### src/rtl/pulse_meter_pkg.sv
// Shared types and constants for the pulse period meter.
package pulse_meter_pkg;

    typedef enum logic [1:0] {
        IDLE    = 2'd0,
        MEASURE = 2'd1,
        TOUT    = 2'd2
    } meter_state_e;

    localparam int unsigned DEFAULT_TIMEOUT = 32'd1 << 20;

endpackage

### src/rtl/pulse_period_meter_if.sv
// Control and result signals of the pulse period meter.
interface pulse_period_meter_if #(
    parameter int CNT_W = 32
);
    logic             enable;
    logic             pulse_in;
    logic [CNT_W-1:0] period;
    logic [CNT_W-1:0] high_time;
    logic             valid;
    logic             timeout;

    modport master (
        output enable, pulse_in,
        input  period, high_time, valid, timeout
    );

    modport slave (
        input  enable, pulse_in,
        output period, high_time, valid, timeout
    );
endinterface

### src/rtl/edge_sync.sv
// Synchronizer for the asynchronous pulse input plus registered rising-edge detect.
// s is the synchronized level delayed by one flop so it lines up with rise:
// in the cycle rise is high, s is high too, and counting s from there gives
// exactly the high cycles of the period that rise opens.
module edge_sync #(
    parameter int SYNC_STAGES = 2
) (
    input  logic clk,
    input  logic reset,
    input  logic d,
    output logic s,
    output logic rise
);

    logic [SYNC_STAGES-1:0] sync_q;

    // synchronizer chain, aligned level and edge detect
    always_ff @(posedge clk) begin
        if (reset) begin
            sync_q <= '0;
            s      <= 1'b0;
            rise   <= 1'b0;
        end else begin
            sync_q <= {sync_q[SYNC_STAGES-2:0], d};
            s      <= sync_q[SYNC_STAGES-1];
            rise   <= sync_q[SYNC_STAGES-1] & ~s;
        end
    end

endmodule

### src/rtl/pulse_period_meter.sv
// Pulse period meter: reports period and high time of a pulse train with a
// one-cycle valid strobe, and flags loss of signal with a timeout level.
//
// state   | meaning
// IDLE    | waiting for the first rise; no period measured yet
// MEASURE | counting between rises; each rise reports a period
// TOUT    | no rise for TIMEOUT clocks; next rise re-arms without reporting
//
// Optional: define PULSE_PERIOD_AVG_EN to report the average of 2**AVG_LOG2
// consecutive periods/high times instead of every period.
module pulse_period_meter
    import pulse_meter_pkg::*;
#(
    parameter int          CNT_W       = 32,
    parameter int          SYNC_STAGES = 2,
    parameter int unsigned TIMEOUT     = DEFAULT_TIMEOUT
`ifdef PULSE_PERIOD_AVG_EN
    ,
    parameter int          AVG_LOG2    = 3
`endif
) (
    input  logic                 clk,
    input  logic                 reset,
    pulse_period_meter_if.slave  bus
);

    localparam logic [CNT_W-1:0] TOUT_CNT = CNT_W'(TIMEOUT);

    meter_state_e     state_q, state_d;
    logic             s, rise;
    logic [CNT_W-1:0] cnt, hcnt;
    logic [CNT_W-1:0] period_q, high_q;
    logic             valid_q, timeout_q;
    logic             sample_en, tout_set, tout_clr, at_limit;

    edge_sync #(.SYNC_STAGES(SYNC_STAGES)) u_sync (
        .clk   (clk),
        .reset (reset),
        .d     (bus.pulse_in),
        .s     (s),
        .rise  (rise)
    );

    assign at_limit = (cnt == TOUT_CNT);

    // state register
    always_ff @(posedge clk) begin
        if (reset) state_q <= IDLE;
        else       state_q <= state_d;
    end

    // next-state logic; a rise on the limit cycle wins over the timeout
    always_comb begin
        state_d = state_q;
        if (!bus.enable) begin
            state_d = IDLE;
        end else begin
            case (state_q)
                IDLE:    if (rise) state_d = MEASURE;
                MEASURE: if (!rise && at_limit) state_d = TOUT;
                TOUT:    if (rise) state_d = MEASURE;
                default: state_d = IDLE;
            endcase
        end
    end

    // FSM control strobes
    always_comb begin
        sample_en = 1'b0;
        tout_set  = 1'b0;
        tout_clr  = 1'b0;
        if (bus.enable) begin
            case (state_q)
                MEASURE: begin
                    sample_en = rise;
                    tout_set  = !rise && at_limit;
                end
                TOUT:    tout_clr = rise;
                default: ;
            endcase
        end
    end

    // period and high-time counters, restarted by every rise, saturating
    always_ff @(posedge clk) begin
        if (reset || !bus.enable) begin
            cnt  <= '0;
            hcnt <= '0;
        end else if (rise) begin
            cnt  <= CNT_W'(1);
            hcnt <= CNT_W'(1);
        end else begin
            if (cnt != '1)       cnt  <= cnt + 1'b1;
            if (s && hcnt != '1) hcnt <= hcnt + 1'b1;
        end
    end

    // timeout level: set on the limit, cleared by a rise or by disabling
    always_ff @(posedge clk) begin
        if (reset || !bus.enable) timeout_q <= 1'b0;
        else if (tout_set)        timeout_q <= 1'b1;
        else if (tout_clr)        timeout_q <= 1'b0;
    end

`ifdef PULSE_PERIOD_AVG_EN
    localparam int ACC_W = CNT_W + AVG_LOG2;

    logic [ACC_W-1:0]    acc_p, acc_h, sum_p, sum_h;
    logic [AVG_LOG2-1:0] blk;

    assign sum_p = acc_p + ACC_W'(cnt);
    assign sum_h = acc_h + ACC_W'(hcnt);

    // block accumulator; a partial block is dropped outside MEASURE or on timeout
    always_ff @(posedge clk) begin
        if (reset) begin
            period_q <= '0;
            high_q   <= '0;
            valid_q  <= 1'b0;
            acc_p    <= '0;
            acc_h    <= '0;
            blk      <= '0;
        end else begin
            valid_q <= 1'b0;
            if (!bus.enable || state_q != MEASURE || tout_set) begin
                acc_p <= '0;
                acc_h <= '0;
                blk   <= '0;
            end else if (sample_en) begin
                if (blk == '1) begin
                    period_q <= CNT_W'(sum_p >> AVG_LOG2);
                    high_q   <= CNT_W'(sum_h >> AVG_LOG2);
                    valid_q  <= 1'b1;
                    acc_p    <= '0;
                    acc_h    <= '0;
                    blk      <= '0;
                end else begin
                    acc_p <= sum_p;
                    acc_h <= sum_h;
                    blk   <= blk + 1'b1;
                end
            end
        end
    end
`else
    // capture each completed period
    always_ff @(posedge clk) begin
        if (reset) begin
            period_q <= '0;
            high_q   <= '0;
            valid_q  <= 1'b0;
        end else begin
            valid_q <= 1'b0;
            if (sample_en) begin
                period_q <= cnt;
                high_q   <= hcnt;
                valid_q  <= 1'b1;
            end
        end
    end
`endif

    assign bus.period    = period_q;
    assign bus.high_time = high_q;
    assign bus.valid     = valid_q;
    assign bus.timeout   = timeout_q;

endmodule
### src/flat_wrapper.sv
// flat-port wrapper written by rule: the top's interface ports become plain ports
module pulse_period_meter_flat import pulse_meter_pkg::*;
#(
    parameter int          CNT_W       = 32,
    parameter int          SYNC_STAGES = 2,
    parameter int unsigned TIMEOUT     = DEFAULT_TIMEOUT

)
  (clk, reset, bus_enable, bus_pulse_in, bus_period, bus_high_time, bus_valid, bus_timeout);
  pulse_period_meter_if #(.CNT_W(CNT_W)) bus_i ();
  input  logic clk;
  input  logic reset;
  input wire logic [$bits(bus_i.enable)-1:0] bus_enable;
  input wire logic [$bits(bus_i.pulse_in)-1:0] bus_pulse_in;
  output wire logic [$bits(bus_i.period)-1:0] bus_period;
  output wire logic [$bits(bus_i.high_time)-1:0] bus_high_time;
  output wire logic [$bits(bus_i.valid)-1:0] bus_valid;
  output wire logic [$bits(bus_i.timeout)-1:0] bus_timeout;
  assign bus_i.enable = bus_enable;
  assign bus_i.pulse_in = bus_pulse_in;
  assign bus_period = bus_i.period;
  assign bus_high_time = bus_i.high_time;
  assign bus_valid = bus_i.valid;
  assign bus_timeout = bus_i.timeout;
  pulse_period_meter #(.CNT_W(CNT_W), .SYNC_STAGES(SYNC_STAGES), .TIMEOUT(TIMEOUT)) u_core (.clk(clk), .reset(reset), .bus(bus_i));
endmodule
### config.mk
export PLATFORM = sky130hd
export DESIGN_NAME = pulse_period_meter_flat
export DESIGN_NICKNAME = d
export VERILOG_FILES = /design/src/rtl/pulse_meter_pkg.sv /design/src/rtl/pulse_period_meter_if.sv /design/src/rtl/edge_sync.sv /design/src/rtl/pulse_period_meter.sv /design/src/flat_wrapper.sv
export SDC_FILE = /design/constraint.sdc
export NUM_CORES = 1
export LEC_CHECK = 0
export ABC_CLOCK_PERIOD_IN_PS = 3400
export CAP_MARGIN = 30
export CORE_UTILIZATION = 54
export DETAILED_ROUTE_END_ITERATION = 6
export GPL_ROUTABILITY_DRIVEN = 0
export PLACE_DENSITY = 0.77
export SYNTH_ARGS = -nofsm -noshare
export SYNTH_HDL_FRONTEND = slang
export SYNTH_SLANG_ARGS = --single-unit
### constraint.sdc
create_clock -name clk -period 3.4 [get_ports clk]
set_input_delay 1.02 -clock clk [delete_from_list [all_inputs] [get_ports clk]]
set_output_delay 1.02 -clock clk [all_outputs]
set_load 0.01 [all_outputs]
Word-level counts from Yosys, hierarchy flattened
Index checks and enable logic that the tools add are counted.
{"block": "word_totals", "register_bits": 136, "input_bits": 4, "output_inout_bits": 66, "wordCells": 53}
{"block": "classes", "addsub": 2, "eq_ne": 7, "mux": 16, "bitwise": 3, "n_reduce_logical": 13}
{"cell": "32-bit by 1-bit adder with 32-bit output (second input constant)", "count": 2}
{"cell": "32-bit inequality test (second input constant)", "count": 2}
{"cell": "32-bit by 21-bit equality test with 1-bit output (second input constant)", "count": 1}
{"cell": "1-bit two-way mux", "count": 13}
{"cell": "2-bit nonzero test", "count": 3}
{"cell": "2-bit OR reduction", "count": 3}
{"cell": "2-bit two-way mux", "count": 2}
{"cell": "2-bit by 1-bit inequality test with 1-bit output (second input constant)", "count": 2}
{"cell": "2-bit case mux with 2 select lines", "count": 1}
{"cell": "2-bit by 1-bit equality test with 1-bit output (second input constant)", "count": 1}
{"cell": "2-bit equality test (second input constant)", "count": 1}
{"cell": "1-bit logical AND", "count": 2}
{"cell": "1-bit zero test", "count": 2}
{"cell": "2-bit zero test", "count": 1}
{"cell": "1-bit inverter", "count": 2}
{"cell": "2-bit AND reduction", "count": 1}
{"cell": "1-bit AND", "count": 1}
{"cell": "1-bit logical OR", "count": 1}

Logic depth before layout (Yosys ltp)
Gate-level depths: netlist (run 1).
{"block": "depth", "depth_word": 5, "depth_mapped": 8, "ltp_nobuf": 7}

Hierarchy
Synthesis (run 1) repeated with hierarchy kept, for this count alone.
{"block": "hier_totals", "cells_unflattened": 715, "hier_area_um2": 5793.1}
{"module": "pulse_period_meter", "n_inst": 1, "cells_per_inst": 707, "area_each_um2": 5681.7, "seq_area_each_um2": 2642.5}
{"module": "edge_sync", "n_inst": 1, "cells_per_inst": 8, "area_each_um2": 111.4, "seq_area_each_um2": 80.1}

Least setup slack after synthesis (run 1)
No wires, ideal clock.
{"block": "synth_path", "path_kind": "input-to-reg", "from": "input reset", "to": "register u_core.cnt[1]", "arrival_ns": 2.050, "path_slack_ns": 1.223, "cell_stages": 6, "n_path_buf": 3, "path_cell_list": "clkbuf_1 nor2b_1 nand2b_1 clkbuf_1 clkbuf_1 nor2_1"}
{"block": "synth_via", "elab_chain_len": 2}
{"item": "from (decl)", "line": "flat_wrapper.sv:12", "source": "input logic reset;"}
{"item": "1-bit logical OR", "line": "pulse_period_meter.sv:86", "source": "if (reset || !bus.enable) begin"}
{"item": "2-bit OR reduction (no source line)"}
{"item": "to (signal assigned)", "line": "pulse_period_meter.sv:93", "source": "if (cnt != '1) cnt <= cnt + 1'b1;"}
{"item": "to (decl)", "line": "pulse_period_meter.sv:31", "source": "logic [CNT_W-1:0] cnt, hcnt;"}
No other way between the ends.
A chain may end at the register's enable or synchronous reset.

Worst setup path in the final report (run 1)
{"block": "layout_path", "from": "register u_core.period_q[23] (netlist: u_core.bus.period[23])", "to": "output bus_period[23]"}
{"item": "from (decl)", "line": "pulse_period_meter.sv:32", "source": "logic [CNT_W-1:0] period_q, high_q;"}
{"item": "from (signal assigned)", "line": "pulse_period_meter.sv:155", "source": "period_q <= cnt;"}
{"item": "to (decl)", "line": "flat_wrapper.sv:15", "source": "output wire logic [$bits(bus_i.period)-1:0] bus_period;"}
No word-level cell between the ends.

==> results of run 1 <==
-- cell type report --
cell class	instances	area (um2)
clock buffer	20	455
clock inverter	12	173
fill	857	3210
inverter	7	26.3
multi-input combinational	530	2860
sequential	136	2720
tap	136	170
timing repair buffer	76	751
-- layer usage --
layer | vias up | track usage [%] | routed length [um] | share of wire (%)
met5 | - | 0 | 0 | 0
met4 | 0 | 10.1 | 272 | 1.9
met3 | 32 | 5.19 | 635 | 4.5
met2 | 146 | 48.8 | 7310 | 52
met1 | 2595 | 29.8 | 5770 | 41
li1 | 2647 | - | - | -
-- placed cells by master (no fill, tap or decap), drive strengths merged, types with 9 or more instances in the layout --
| cell type | count |
|---|---|
| a21oi | 96 |
| nand3 | 26 |
| or3 | 23 |
| dfxtp | 136 |
| a31oi | 9 |
| clkdlybuf4s50 | 68 |
| clkbuf | 20 |
| o21ai | 27 |
| nor2 | 32 |
| nand4 | 22 |
| nand2 | 166 |
| nor4 | 17 |
| xnor2 | 15 |
| and4 | 14 |
-- logic make-up after synthesis --
kind of cell,share of synthesized area [%]
AOI/OAI and AO/OA,15.4
DFF,47.1
muxes,0.173
adders and majority gates,0.649
xor gates and xnor gates,3.48
buffers and inverters,3.64
and+or+nand+nor,29.6
-- Yosys cell counts (2+ instances only) --
master	number
a311o_1	3
nand4_1	21
a21oi_1	96
nand2b_1	3
nor2_1	32
buf_2	3
dfxtp_1	136
nor3_4	2
clkbuf_1	39
a21o_1	2
o31ai_1	4
nor2b_1	5
or3_1	23
inv_1	7
xor2_1	8
nor4b_1	2
and4_1	14
nand2_1	166
ha_1	3
and2_1	7
a31oi_1	9
a211oi_1	4
o211ai_1	7
nor4_1	16
and3_1	7
nand3_1	26
o21ai_0	27
nor3_1	5
or4_1	7
xnor2_1	15
o21a_1	2
-- registers in the layout (all words and copies together), names as in the netlist --
signal                cells
u_core.u_sync.sync_q      2
u_core.bus.period        32
u_core.bus.high_time     32
u_core.cnt               32
u_core.u_sync.s           1
u_core.hcnt              32
u_core.u_sync.rise        1
u_core.state_q            2
u_core.bus.timeout        1
u_core.bus.valid          1
-- per-stage QoR --
step / cell area [um2] / setup WS, ns / utilization [%] / power, W
2_1_floorplan: 5780 / 1.22 / - / 0.00167
3_3_place_gp: 6530 / 0.603 / 62.9 / 0.00168
3_5_place_dp: 6530 / 0.502 / 62.9 / 0.00168
4_1_cts: 7160 / 0.918 / 69.0 / 0.00359
5_1_grt: 7160 / 0.893 / 69.0 / 0.00367
6_report: 7160 / 0.946 / 69.0 / 0.00356
-- power groups by stage --
stage	clock, W	sequential [W]	combinational, W
global placement	0	0.00164	0.0000466
global route	0.00201	0.00160	0.0000544
finish	0.00191	0.00160	0.0000482
CTS	0.00194	0.00160	0.0000486
floorplan	0	0.00163	0.0000339
detailed placement	0	0.00164	0.0000477
-- worst paths after layout --
| kind | startpoint | endpoint | slack [ns] | depth (start not counted) |
|---|---|---|---|---|
| max | u_core.bus.period[23] | bus_period[23] | 0.95 | 1 |
| min | u_core.bus.high_time[27] | u_core.bus.high_time[27] | 0.45 | 2 |
| max reg2reg | u_core.cnt[13] | u_core.cnt[1] | 1.07 | 5 |
| min reg2reg | u_core.bus.high_time[27] | u_core.bus.high_time[27] | 0.45 | 2 |
==> run metrics, run 1 <==
Hold WC Path Type=reg -> reg; Final Hold Fails=0; status=finished clean; wirelength, routed=approximately 14000 um; CP Max Fanout=2; Synth area leaders=dfxtp_1, nand2_1, a21oi_1, clkbuf_1, or3_1; post-route antenna net violation count=0; Yosys cell types=between 40 and 50; Critical Path RT=approximately 2.4 ns; synthesized area per cell=slightly above 8 um2; DR pass1 iterations=5; clk slew on worst S/H paths=0.06 ns; WL/cell=approximately 15 um; Max Transition Viols Final=0; H-Tree Depth=4; worst skew pair latency=~0.52 ns; min Tclk post-route=about 2.5 ns; Max Cap Viol=0; static leakage power=around 2.3 nW; number of synthesized flops with an enable pin=0; clock buffer count from CTS=17; Sw Pwr=approximately 0.00071 W; DRC=0; n_diodes=0; clk buf depth=2; CP max stage delay=0.55 ns; Top delay family on crit path=buffers and inverters; proportion of layout cells with a drive suffix above 1=6.15%; final setup TNS=0 ns; element type at the critical path start=flip-flop; Flop pwr share=approximately 45%; sw frac=roughly 20%; Placed Cells=between 800 and 900; combinational share of power=about 1.4%; Mapped Cells=between 700 and 800; Die Area=approximately 11000 um2; mapped cell area=5780 um2; Buf/Inv on CP=1; global-route wire length before repair=roughly 24000 um; Die W=about 110 um; Resized cells post-CTS=0; Ys Warns=0; crit path cell chain=clkdlybuf4s50_1; Mapped Nets=just over 700; Hold WS=roughly 0.45 ns; critical path endpoint category=output pin; Final setup viols=0; via count=5420; worst-margin pin slew=approximately 0.7 ns; CP Class=reg -> out; area grow syn2layout=23.8%; Core Box Area=~10000 um2; Non-Filler Instances=approximately 900; Tcrit/Tclk final=between 70 and 80%; # port buffers=69; crit path DAT=1.43 ns; clock sinks=around 140; drt initial violations=~260; fmax=just over 400 MHz; Worst Clk Skew=~0.0035 ns; relative slew slack=a little over half; clock share of power=53.6%; Pint=0.00285 W; register area share after synthesis=around 47%; initial core utilization=approximately 56%; Root Driver=clkbuf_8; initial antenna violation count=0; Hold-fix buffers, CTS=0; number of synthesized register bits=136; post-synth top area share=a little under half; ys async rst share=0%; ys flop type=dfxtp_1; TritonCTS clock tree=done; RSZ-0062 raised after global routing=no; nets=775; Chip Height=105 um; PwrDens=around 500 nW/um2; remaining global-route overflow=0; Crit-path slowest cell=clkdlybuf4s50_1; vias in the first global route=5140; post-DP HPWL=approximately 9300 um; All-Layer GR Usage=26.4%; Max IR drop VDD=approximately 0.34 mV; area leader, netlist=dfxtp_1; Via density=~6; io pins=70; postcts setup bufs=0; Rows=37; largest net degree at the start of global routing=69
(Power assumes the default switching activity.)
==> run 2: changes to the inputs <==
ABC_CLOCK_PERIOD_IN_PS = 2200   (was 3400)
CORE_UTILIZATION = 50   (was 54)
PLACE_DENSITY = 0.75   (was 0.77)
clock period = 2.2 ns   (was 3.4 ns; I/O delays follow)
==> run 2 against run 1 <==
Against the previous run: cell area up 3.3%; non-clock buffer count up 31; sequential power up 54%; highest routed layer unchanged; register-to-register slack worse by 0.96 ns; critical endpoint is now u_core.cnt[31]; largest power group unchanged; routed wire length up 3.8%.
==> run metrics, run 2 (synthesized netlist as in run 1, its figures left out) <==
status=finished clean; hold path depth=1 (-1); # fillers=931 (+8.6%); initial antenna violation count=0 (unchanged); TritonCTS clock tree=done; area grow syn2layout=27.9%; Max Transition Viols Final=0 (unchanged); Max IR drop VDD=0.515 mV (+51%); All-Layer GR Usage=25.9% (-0.51 points); critical path endpoint category=flip-flop; Resized cells post-CTS=0 (unchanged); remaining global-route overflow=0 (unchanged); setup ws final=0.115 ns (-0.831 ns); nets=806 (+4.0%); CP Class=reg -> reg; crit path DAT=2.43 ns (+1.00 ns); Hold WC Path Type=reg -> reg; wirelength, routed=14500 um (+3.8%); CP max stage delay=0.47 ns (-0.08 ns); Core Box Area=11000 um2 (+6.4%); drt initial violations=327 (+25%); DR pass1 iterations=6 (+1); Rows=38 (+2.7%); post-DP HPWL=10100 um (+7.8%); RR Startpoint=u_core.cnt[8]; fin area=7390 um2 (+3.3%); io pins=70 (unchanged); vias in the first global route=5253 (+2.2%); register area=2720 um2 (unchanged); min Tclk post-route=2.09 ns; Critical Path RT=2.54 ns (+0.16 ns); area of the multi-input gates=2860 um2 (unchanged); final setup TNS=0 ns (unchanged); r2r worst-path depth=5 (unchanged); Non-Filler Instances=952 (+3.8%); Crit-path slowest cell=dfxtp_1; Final Hold Fails=0 (unchanged); Place WS=0.00746 ns (-0.495 ns); clock buffer count from CTS=17 (unchanged); register-to-register setup slack=0.11 ns (-0.96 ns); placed cell area=6820 um2 (+4.4%); clk buf depth=2 (unchanged); Worst Clk Skew=0.00507 ns (+0.00161 ns); CP Max Fanout=8 (+6); post-layout util=67.0% (-2.0 points); worst-margin pin slew=0.581 ns (-0.120 ns); Buf/Inv on CP=0 (-1); static leakage power=2.43 nW (+7.6%); Placed Cells=920 (+4.0%); clk slew on worst S/H paths=0.05 ns (about the same); PwrDens=717 nW/um2 (+44%); clock sinks=136 (unchanged); largest net degree at the start of global routing=59 (-14%); Root Driver=clkbuf_16; Tcrit/Tclk final=94.8%; Min-Delay Startpoint=u_core.u_sync.sync_q[0]; worst reg2reg endpoint=u_core.cnt[31]; commonest non-fill, non-tap cell in the layout=nand2_1; crit path cell chain=and4_1 -> and2_1 -> nand4_1 -> or3_1 -> a21oi_1; WL/cell=15.3 um (about the same); post-route antenna net violation count=0 (unchanged); postcts setup bufs=0 (unchanged); Max Cap Viol=0 (unchanged); DRC=0 (unchanged); relative slew slack=61.3% (+8.0 points); Die Area=12000 um2 (+7.8%); initial core utilization=52.4% (-3.3 points); RSZ-0062 raised after global routing=no; via count=5484 (+1.2%); global-route wire length before repair=24300 um (+3.0%); # port buffers=69 (unchanged); Final setup viols=0 (unchanged); Top delay family on crit path=simple AND/OR/NAND/NOR gates; element type at the critical path start=flip-flop; n_diodes=0 (unchanged); fmax=480 MHz; WHS Endpoint=u_core.u_sync.sync_q[1]; worst skew pair latency=0.42 ns (-0.10 ns); H-Tree Depth=4 (unchanged); Die W=110 um (+3.8%); Chip Height=110 um (+3.8%); most frequent cells in the layout=nand2_1, dfxtp_1, a21oi_1, clkdlybuf4s50_1, buf_4; Hold-fix buffers, CTS=0 (unchanged); Via density=5.76 (-2.5%); proportion of layout cells with a drive suffix above 1=9.61% (+3.5 points)
[run 2: worst max path at each step]
stage	startpoint	end	slack [ns]	depth (start not counted)
after floorplan	u_core.cnt[13]	u_core.cnt[1]	0.26	8
after global placement	bus_enable	u_core.hcnt[9]	0.03	5
after detailed placement	bus_enable	u_core.hcnt[20]	0.007	5
after CTS	u_core.cnt[8]	u_core.cnt[31]	0.13	5
after global routing	u_core.cnt[17]	u_core.cnt[30]	0.01	6
final	u_core.cnt[8]	u_core.cnt[31]	0.11	5
[run 2: stage by stage]
stage / hold WS, ns / power, W
CTS: 0.443 / 0.00533
finish: 0.443 / 0.00530
floorplan: 0.414 / 0.00258
global route: 0.472 / 0.00545
detailed placement: 0.432 / 0.00261
global placement: 0.430 / 0.00261
[run 2: report_power, final]
part | internal [W] | switching [W] | leakage [nW]
Combinational | 0.0000294 | 0.0000594 | 1.04
Clock | 0.00172 | 0.00101 | 0.292
Sequential | 0.00247 | 0.00000523 | 1.10
[run 2: routing by layer]
metal | GRT usage (%) | part of all wire, %
met1 | 30.1 | 42
met2 | 45.2 | 51
met3 | 5.28 | 4.5
met4 | 13.1 | 2.9
met5 | 0 | 0
[run 2: layout make-up]
class	count	area share, %
Inverter	7	0.355
Clock inverter	8	0.914
Multi-Input combinational cell	530	38.6
Timing Repair Buffer	107	14.0
Sequential cell	136	36.8
Tap cell	140	2.37
Clock buffer	24	6.92
[run 2: worst register-to-register path, stage by stage (launching register included)]
cell and delay [ns]:
dfxtp_1 0.47, and4_1 0.36, and2_1 0.28, nand4_1 0.31
or3_1 0.44, a21oi_1 0.15
==> run 3: changes to the inputs <==
CTS_CLUSTER_DIAMETER = 200   (was unset)
==> results of run 3 <==
No change in the layout: final DEF, timing and power equal those of run 2.
